[src/rtl/seg7_reader.sv]
// Reads a two-digit seven-segment display from asynchronous segment lines and
// reports each newly stabilised pattern as a byte, a blank level or an error pulse.
module seg7_reader #(
   parameter int STABLE_CYCLES = 4,
   parameter bit ACTIVE_LOW    = 1'b1
) (
   input  logic       clk,
   input  logic       reset,
   input  logic       enable,
   input  logic [6:0] seg1,
   input  logic [6:0] seg0,
   output logic [7:0] value,
   output logic       valid,
   output logic       error,
   output logic       blank
);

   localparam logic [7:0] STABLE_MAX = 8'(STABLE_CYCLES);

   typedef enum logic [1:0] {
      IDLE   = 2'd0,
      TRACK  = 2'd1,
      LOCKED = 2'd2
   } state_t;

   // Result layout: {in_table, dark, nibble}. A dark digit is not in the table.
   function automatic logic [5:0] decode_digit(input logic [6:0] code);
      logic [5:0] res;
      case (code)
         7'h3F:   res = {2'b10, 4'h0};
         7'h06:   res = {2'b10, 4'h1};
         7'h5B:   res = {2'b10, 4'h2};
         7'h4F:   res = {2'b10, 4'h3};
         7'h66:   res = {2'b10, 4'h4};
         7'h6D:   res = {2'b10, 4'h5};
         7'h7D:   res = {2'b10, 4'h6};
         7'h07:   res = {2'b10, 4'h7};
         7'h7F:   res = {2'b10, 4'h8};
         7'h6F:   res = {2'b10, 4'h9};
         7'h77:   res = {2'b10, 4'hA};
         7'h7C:   res = {2'b10, 4'hB};
         7'h39:   res = {2'b10, 4'hC};
         7'h5E:   res = {2'b10, 4'hD};
         7'h79:   res = {2'b10, 4'hE};
         7'h71:   res = {2'b10, 4'hF};
         7'h00:   res = {2'b01, 4'h0};
         default: res = {2'b00, 4'h0};
      endcase
      return res;
   endfunction

   logic [13:0] sync_a;
   logic [13:0] sync_b;
   logic [13:0] prev_pat;
   logic [13:0] last_pat;
   logic        last_vld;
   logic [7:0]  stable_cnt;
   state_t      state;
   state_t      next_state;

   logic [13:0] norm_pat;
   logic        changed;
   logic        accept;
   logic        hit_last;
   logic [5:0]  dig1;
   logic [5:0]  dig0;
   logic        acc_valid;
   logic        acc_dark;
   logic        acc_err;

   // Two-flop synchronizer on all 14 segment lines
   always_ff @(posedge clk or negedge reset) begin
      if (!reset) begin
         sync_a <= '0;
         sync_b <= '0;
      end else begin
         sync_a <= {seg1, seg0};
         sync_b <= sync_a;
      end
   end

   assign norm_pat = ACTIVE_LOW ? ~sync_b : sync_b;
   assign changed  = (sync_b != prev_pat);
   assign hit_last = last_vld && (sync_b == last_pat);
   assign dig1     = decode_digit(norm_pat[13:7]);
   assign dig0     = decode_digit(norm_pat[6:0]);

   // Stability counter and previous-cycle pattern
   always_ff @(posedge clk or negedge reset) begin
      if (!reset) begin
         prev_pat   <= '0;
         stable_cnt <= '0;
      end else begin
         prev_pat <= sync_b;
         if (!enable || changed)
            stable_cnt <= '0;
         else if (stable_cnt != STABLE_MAX)
            stable_cnt <= stable_cnt + 8'd1;
      end
   end

   always_ff @(posedge clk or negedge reset) begin
      if (!reset)
         state <= IDLE;
      else
         state <= next_state;
   end

   // Acceptance waits for a steady cycle so a change on the locking edge is not lost
   always_comb begin
      next_state = state;
      accept     = 1'b0;
      case (state)
         IDLE: begin
            if (enable)
               next_state = TRACK;
         end
         TRACK: begin
            if (stable_cnt == STABLE_MAX && !changed) begin
               next_state = LOCKED;
               accept     = 1'b1;
            end
         end
         LOCKED: begin
            if (changed)
               next_state = TRACK;
         end
         default: next_state = IDLE;
      endcase
      if (!enable) begin
         next_state = IDLE;
         accept     = 1'b0;
      end
   end

   always_comb begin
      acc_valid = 1'b0;
      acc_dark  = 1'b0;
      acc_err   = 1'b0;
      if (accept && !hit_last) begin
         if (dig1[5] && dig0[5])
            acc_valid = 1'b1;
         else if (dig1[4] && dig0[4])
            acc_dark = 1'b1;
         else
            acc_err = 1'b1;
      end
   end

   // Last-accepted marker; cleared while disabled so re-enable re-reports
   always_ff @(posedge clk or negedge reset) begin
      if (!reset) begin
         last_pat <= '0;
         last_vld <= 1'b0;
      end else if (!enable) begin
         last_vld <= 1'b0;
      end else if (accept) begin
         last_pat <= sync_b;
         last_vld <= 1'b1;
      end
   end

   always_ff @(posedge clk or negedge reset) begin
      if (!reset) begin
         value <= '0;
         valid <= 1'b0;
         error <= 1'b0;
         blank <= 1'b0;
      end else begin
         valid <= acc_valid;
         error <= acc_err;
         if (acc_valid) begin
            value <= {dig1[3:0], dig0[3:0]};
            blank <= 1'b0;
         end else if (acc_dark) begin
            blank <= 1'b1;
         end
      end
   end

endmodule

[config.mk]
export PLATFORM = sky130hd
export DESIGN_NAME = seg7_reader
export DESIGN_NICKNAME = d
export VERILOG_FILES = /design/src/rtl/seg7_reader.sv
export SDC_FILE = /design/constraint.sdc
export NUM_CORES = 1
export LEC_CHECK = 0
export ABC_AREA = 1
export CORE_ASPECT_RATIO = 0.7
export CORE_MARGIN = 8
export CORE_UTILIZATION = 30
export CTS_BUF_LIST = sky130_fd_sc_hd__clkbuf_4 sky130_fd_sc_hd__clkbuf_8
export DETAILED_ROUTE_END_ITERATION = 10
export MAX_ROUTING_LAYER = met4
export PLACE_DENSITY_LB_ADDON = 0.25
export SKIP_CTS_REPAIR_TIMING = 1
export SYNTH_ARGS = -nofsm -noshare
export SYNTH_HDL_FRONTEND = slang
export SYNTH_SLANG_ARGS = --single-unit
[constraint.sdc]
create_clock -name clk -period 1.7 [get_ports clk]
set_clock_uncertainty 0.1 [all_clocks]
set_input_delay 0.17 -clock clk [delete_from_list [all_inputs] [get_ports clk]]
set_output_delay 0.17 -clock clk [all_outputs]
set_load 0.03 [all_outputs]
; ---- Word-level counts from Yosys, hierarchy flattened
; Cells that the tools add are included.
[op_classes]
n_addsub = 1
n_mul = 0
div_mod_pow = 0
n_lt_le_gt_ge = 0
n_eq_ne = 41
n_shift = 0
muxes = 23
bitwise_logic = 1
reduce_logical = 16
[op_table]
columns = operator, count
row1 = 6-bit case mux with 17 select lines, 2
row2 = "7-bit equality test, second input constant", 24
row3 = "7-bit by 3-bit equality test with 1-bit output, second input constant", 4
row4 = "7-bit by 6-bit equality test with 1-bit output, second input constant", 4
row5 = 8-bit 2-to-1 mux, 2
row6 = 1-bit 2-to-1 mux, 15
row7 = 14-bit equality test, 1
row8 = 7-bit zero test, 2
row9 = 14-bit inequality test, 1
row10 = 14-bit NOT, 1
row11 = "8-bit by 1-bit adder with 8-bit output, second input constant", 1
row12 = "8-bit by 3-bit equality test with 1-bit output, second input constant", 1
row13 = "8-bit by 3-bit inequality test with 1-bit output, second input constant", 1
row14 = 2-bit 2-to-1 mux, 3
row15 = "3-bit inequality test, second input constant", 2
row16 = 2-bit case mux with 3 select lines, 1
row17 = 1-bit logical AND, 5
row18 = 2-bit AND reduction, 2
row19 = 2-bit nonzero test, 2
row20 = 1-bit zero test, 3
row21 = "2-bit by 1-bit equality test with 1-bit output, second input constant", 1
row22 = "2-bit equality test, second input constant", 1
row23 = 2-bit zero test, 1
row24 = "2-bit by 1-bit inequality test with 1-bit output, second input constant", 1
row25 = 1-bit logical OR, 1
[totals]
regBits = 78
latch_bits = 0
mem_bits_rw = 0
romBits = 0
in_bits = 17
output_inout_bits = 11
elab_cells = 93
n_memories = 0

; ---- Depth between registers and ports, before layout
[logic_depth]
word_depth = 10
mapped_depth = 13
mapped_depth_nobuf = 12

; ---- Least setup slack after synthesis
; Ideal clock, no wire load.
[synth_path]
path_kind = reg2reg
from = reg sync_b[7]
to = reg last_pat[11]
setup_ps = 123
arrival_time_ps = 1550
t_required_ps = 1477
path_slack_ps = -74
stages_incl_launch_ff = 11
n_path_buf = 3
period_less_slack_ps = 1774
path_cell_list = dfrtp_1 > buf_6 > or2_1 > a21oi_1 > nand2_1 > nor2_2 > nand4_1 > buf_6 > buf_12 > nand2_1 > o21ai_1
[synth_between]
elab_chain_len = 7
[synth_rtl]
columns = element, line_no
row1 = start: declaration, 53  ; logic [13:0] sync_b;
row2 = start signal: assignment, 78  ; sync_b <= sync_a;
row3 = 14-bit inequality test, 83  ; assign changed = (sync_b != prev_pat);
row4 = 1-bit zero test, 119  ; if (stable_cnt == STABLE_MAX && !changed) begin
row5 = 1-bit logical AND, 119
row6 = 1-bit 2-to-1 mux, 119
row7 = 1-bit 2-to-1 mux, 113  ; case (state)
row8 = 1-bit 2-to-1 mux, 130  ; if (!enable) begin
row9 = 2-bit AND reduction (no line), n/a
row10 = end signal: assignment, 158  ; last_pat <= sync_b;
row11 = end: declaration, 55  ; logic [13:0] last_pat;
; No other way between the ends.
; A chain may end at the register's enable or synchronous reset.

; ---- Worst setup path after layout
[layout_path]
from = reg sync_b[0]
to = reg value[7]
[layout_between]
elab_chain_len = 8
elab_cells_between_ends = 32
classes_between = eq/ne: 18 / mux: 6 / bitwise: 1 / reduce/logical: 7
[layout_rtl]
columns = element, line_no
row1 = 14-bit inequality test, 83
row2 = 1-bit zero test, 119
row3 = 1-bit logical AND, 119
row4 = 1-bit 2-to-1 mux, 119
row5 = 1-bit 2-to-1 mux, 113
row6 = 1-bit 2-to-1 mux, 130
row7 = 1-bit logical AND, 140  ; if (accept && !hit_last) begin
row8 = 1-bit 2-to-1 mux (*), 140
row9 = end signal: assignment, 173  ; value <= {dig1[3:0], dig0[3:0]};
row10 = end: declaration, 12  ; output logic [7:0] value,
; Every way passes the cells marked *; elsewhere a longest branch is shown, timed or not.

==> impl_results.rst <==
.. list-table::
   :header-rows: 1

   * - Metric
     - Value
   * - GRT Util Overall
     - 0.120
   * - Peak clock frequency supported by timing
     - between 500 and 600 MHz
   * - Last weighted congestion value of the routability-driven placer
     - between 0.8 and 0.9
   * - Most instantiated library cell after synthesis
     - sky130_fd_sc_hd__nand2_1
   * - Required time reported for the critical path endpoint
     - 1.89 ns
   * - Post-route cell area
     - 5210 um2
   * - Fraction of final layout cells sized beyond drive strength 1
     - 0.365
   * - Worst slew margin
     - 0.775
   * - Core Box Area
     - 11800 um2
   * - Cell type contributing the most total cell area after synthesis
     - sky130_fd_sc_hd__dfrtp_1
   * - Data arrival time at the worst-slack endpoint
     - ~2.1 ns
   * - Global-route wire length before repair
     - between 10000 and 15000 um
   * - Final wirelength
     - approximately 8900 um
   * - Via count of the routed design
     - 3099
   * - Setup TNS
     - -2.88 ns
   * - Overall Power
     - 3.88 mW
   * - Setup-failing EPs final
     - 31
   * - IO buf count
     - 27
   * - Violations in the final reports
     - setup timing
   * - Initial core utilization
     - 0.308
   * - DRC violation total after the first TritonRoute iteration
     - 190
   * - Result of the run
     - finished, violations left
   * - Portion of the post-synthesis area used by sequential elements
     - 0.538
   * - Fraction of post-synthesis cell area in the top cell type by area
     - 0.538
   * - Die area
     - 15900 um2
   * - Transition time at the pin with the least slew margin
     - 0.338 ns
   * - Clock tree from TritonCTS
     - built
   * - Count of flip-flops with a built-in enable after synthesis
     - 0
   * - Met3 routed WL
     - 434 um
   * - Minimum clock period after layout
     - 1.90 ns
   * - Total placed instance area
     - 4590 um2
   * - YS warnings
     - 0
   * - Final routed wire length divided by cell count
     - 12.7 um
   * - Unrepaired setup endpoints after global routing
     - true
   * - Startpoint type of the worst setup path
     - register
   * - Clock insertion delay at the later pin of the skew report
     - between 0.3 and 0.4 ns
   * - Ys flop type
     - sky130_fd_sc_hd__dfrtp_1
   * - Max FO, Critical Path
     - 5
   * - Critical Setup Path Class
     - register to register
   * - Average vias per placed instance
     - 4.43
   * - Antenna Cells
     - 0
   * - Number of CTS-inserted buffers
     - 9
   * - Final hold viol count
     - 0
   * - Type of element capturing the critical path
     - register
   * - Row Count
     - 33
   * - Flip-flop and latch count after synthesis
     - 78
   * - Largest net degree at the start of global routing
     - 39
   * - Number of global-route vias before repair
     - 2946
   * - Global route overflow
     - 0
   * - Post-Synthesis Net Count
     - 438
   * - Antenna violations before repair
     - 0
   * - Antenna-violating nets left
     - 0
   * - Post-Synthesis Cells
     - 419
   * - Clock H-tree levels
     - 3
   * - Met2 routed wirelength
     - 3610 um
   * - Top routing layer in use
     - met4
   * - HPWL after detailed placement
     - 6540 um
   * - P per Cell Area
     - between 700 and 800 nW/um2
   * - Synthesized area per cell
     - ~8.7 um2
   * - Remaining DRCs
     - 0
   * - Area growth, synth to finish
     - 43.8%
   * - Clock transition at the registers of the reported paths
     - roughly 0.080 ns
   * - Mapped cell area
     - 3620 um2
   * - Wire length on met1
     - 4760 um
   * - Final critical-path setup slack
     - -0.203 ns
   * - Number of nets at the end of the flow
     - 557
   * - Async S/R FF share, synth
     - 1.00
   * - Largest voltage drop on the vdd net
     - 0.428 mV
   * - Count of unique library cells instantiated by Yosys
     - 37
   * - Leakage power summed over all cells
     - 2.61 nW
   * - Clk buf depth
     - 2
   * - Commonest cells post-synth
     - sky130_fd_sc_hd__nand2_1 (116), sky130_fd_sc_hd__dfrtp_1 (78), sky130_fd_sc_hd__nor2_1 (61), sky130_fd_sc_hd__inv_1 (34), sky130_fd_sc_hd__nand3_1 (16)
   * - I/O Pins
     - 28
   * - # Max-Cap Violations
     - 0
   * - Min-Delay Path Class
     - primary input to async pin
   * - Max Slew Vio Count
     - 0
   * - Vert. Die Dim
     - 108 um
   * - CTS root buf
     - sky130_fd_sc_hd__clkbuf_8
   * - Number of detailed-route iterations in the first pass
     - 5
   * - X dimension of the die
     - around 150 um
   * - Top area cells in the synthesized netlist
     - sky130_fd_sc_hd__dfrtp_1 (54%), sky130_fd_sc_hd__nand2_1 (12%), sky130_fd_sc_hd__nor2_1 (6.3%), sky130_fd_sc_hd__inv_1 (3.5%), sky130_fd_sc_hd__xor2_1 (2.4%)
   * - Final clock period utilization by the worst path
     - 1.12
   * - Number of sinks handled by clock tree synthesis
     - between 70 and 80
-- power breakdown --
part           switching, mW  total [mW]  internal (mW)
logic                  0.208       0.391          0.183
clock network          0.710        1.54          0.832
registers             0.0405        1.95           1.91
total                  0.959        3.88           2.92
-- kinds of logic after synthesis --
logic type	after synthesis	synth area share
simple gates	234	0.285
flops	78	0.538
buf+inv	48	0.0639
compound gates	45	0.0763
xor+xnor	12	0.0290
fa+ha+maj	2	0.00690
-- through the flow --
step	setup slack, ns	std cells	hold WS, ns	utilization
after global routing	-0.325	700	0.118	0.443
after detailed placement	-0.344	671	-0.00594	0.390
final	-0.203	700	0.147	0.443
after floorplan	-0.0739	419	-0.226	-
after global placement	-0.413	671	-0.00311	0.390
after CTS	-0.366	687	-0.407	0.409
-- layer usage --
metal / up-vias / global-route usage
met4: 0 / 0.0326
met5: - / -
li1: 1570 / -
met3: 11 / 0.0350
met2: 58 / 0.155
met1: 1460 / 0.174
-- worst max-delay path, cell delays in order, from the launching register on --
cell                      delay, ns
sky130_fd_sc_hd__dfrtp_1       0.42
sky130_fd_sc_hd__buf_4         0.17
sky130_fd_sc_hd__nor2_2        0.19
sky130_fd_sc_hd__nand2_2       0.13
sky130_fd_sc_hd__nor2_1        0.13
sky130_fd_sc_hd__nor2_1        0.06
sky130_fd_sc_hd__nand3_1       0.08
sky130_fd_sc_hd__nor2_1        0.06
sky130_fd_sc_hd__nand2_2       0.11
sky130_fd_sc_hd__nand2_4       0.10
sky130_fd_sc_hd__nor2_4        0.18
sky130_fd_sc_hd__nand2_1       0.07
sky130_fd_sc_hd__nand2_1       0.06
-- layout make-up --
cell class | instances | area, um2
clock buffers | 9 | 124
clock inverters | 7 | 96.3
fillers | 1137 | 6560
inverters | 40 | 161
multi-input cells | 294 | 1690
flip-flops and latches | 78 | 1960
well taps | 157 | 196
repair buffers | 115 | 981
-- cells in the final DEF, fill, tap and decap left out, types with 4 or more instances in the layout --
cell,count
sky130_fd_sc_hd__o21ai_0,12
sky130_fd_sc_hd__buf_4,83
sky130_fd_sc_hd__buf_6,4
sky130_fd_sc_hd__nor2_1,41
sky130_fd_sc_hd__o22ai_1,4
sky130_fd_sc_hd__nand2_2,14
sky130_fd_sc_hd__nand3_1,13
sky130_fd_sc_hd__nand4_1,5
sky130_fd_sc_hd__o21ai_1,6
sky130_fd_sc_hd__nand2_1,104
sky130_fd_sc_hd__dfrtp_2,6
sky130_fd_sc_hd__inv_2,10
sky130_fd_sc_hd__clkbuf_8,9
sky130_fd_sc_hd__a21oi_1,5
sky130_fd_sc_hd__nor2_2,21
sky130_fd_sc_hd__dlymetal6s2s_1,9
sky130_fd_sc_hd__xor2_1,8
sky130_fd_sc_hd__o21ai_2,6
sky130_fd_sc_hd__inv_1,27
sky130_fd_sc_hd__clkdlybuf4s50_1,17
sky130_fd_sc_hd__nor2_4,10
sky130_fd_sc_hd__dfrtp_1,72
-- flip-flops by register name (all words and copies together) (netlist names) --
register / cells
sync_b: 14
stable_cnt: 8
value: 8
error: 1
blank: 1
state: 2
prev_pat: 14
sync_a: 14
last_pat: 14
last_vld: 1
valid: 1
-- final timing paths --
check	endpoint	start	cells past startpoint	slack, ns
max	value[7]$_DFFE_PN0P_	sync_b[0]$_DFF_PN0_	12	-0.20
min	last_pat[11]$_DFFE_PN0P_	reset	2	0.15
max reg2reg	value[7]$_DFFE_PN0P_	sync_b[0]$_DFF_PN0_	12	-0.20
min reg2reg	sync_b[1]$_DFF_PN0_	sync_a[1]$_DFF_PN0_	0	0.25
max in group asynchronous	sync_b[10]$_DFF_PN0_	reset	3	0.80
min in group clk	sync_a[11]$_DFF_PN0_	seg1[4]	1	0.15
No activity file was read; power rests on OpenSTA's default activity.
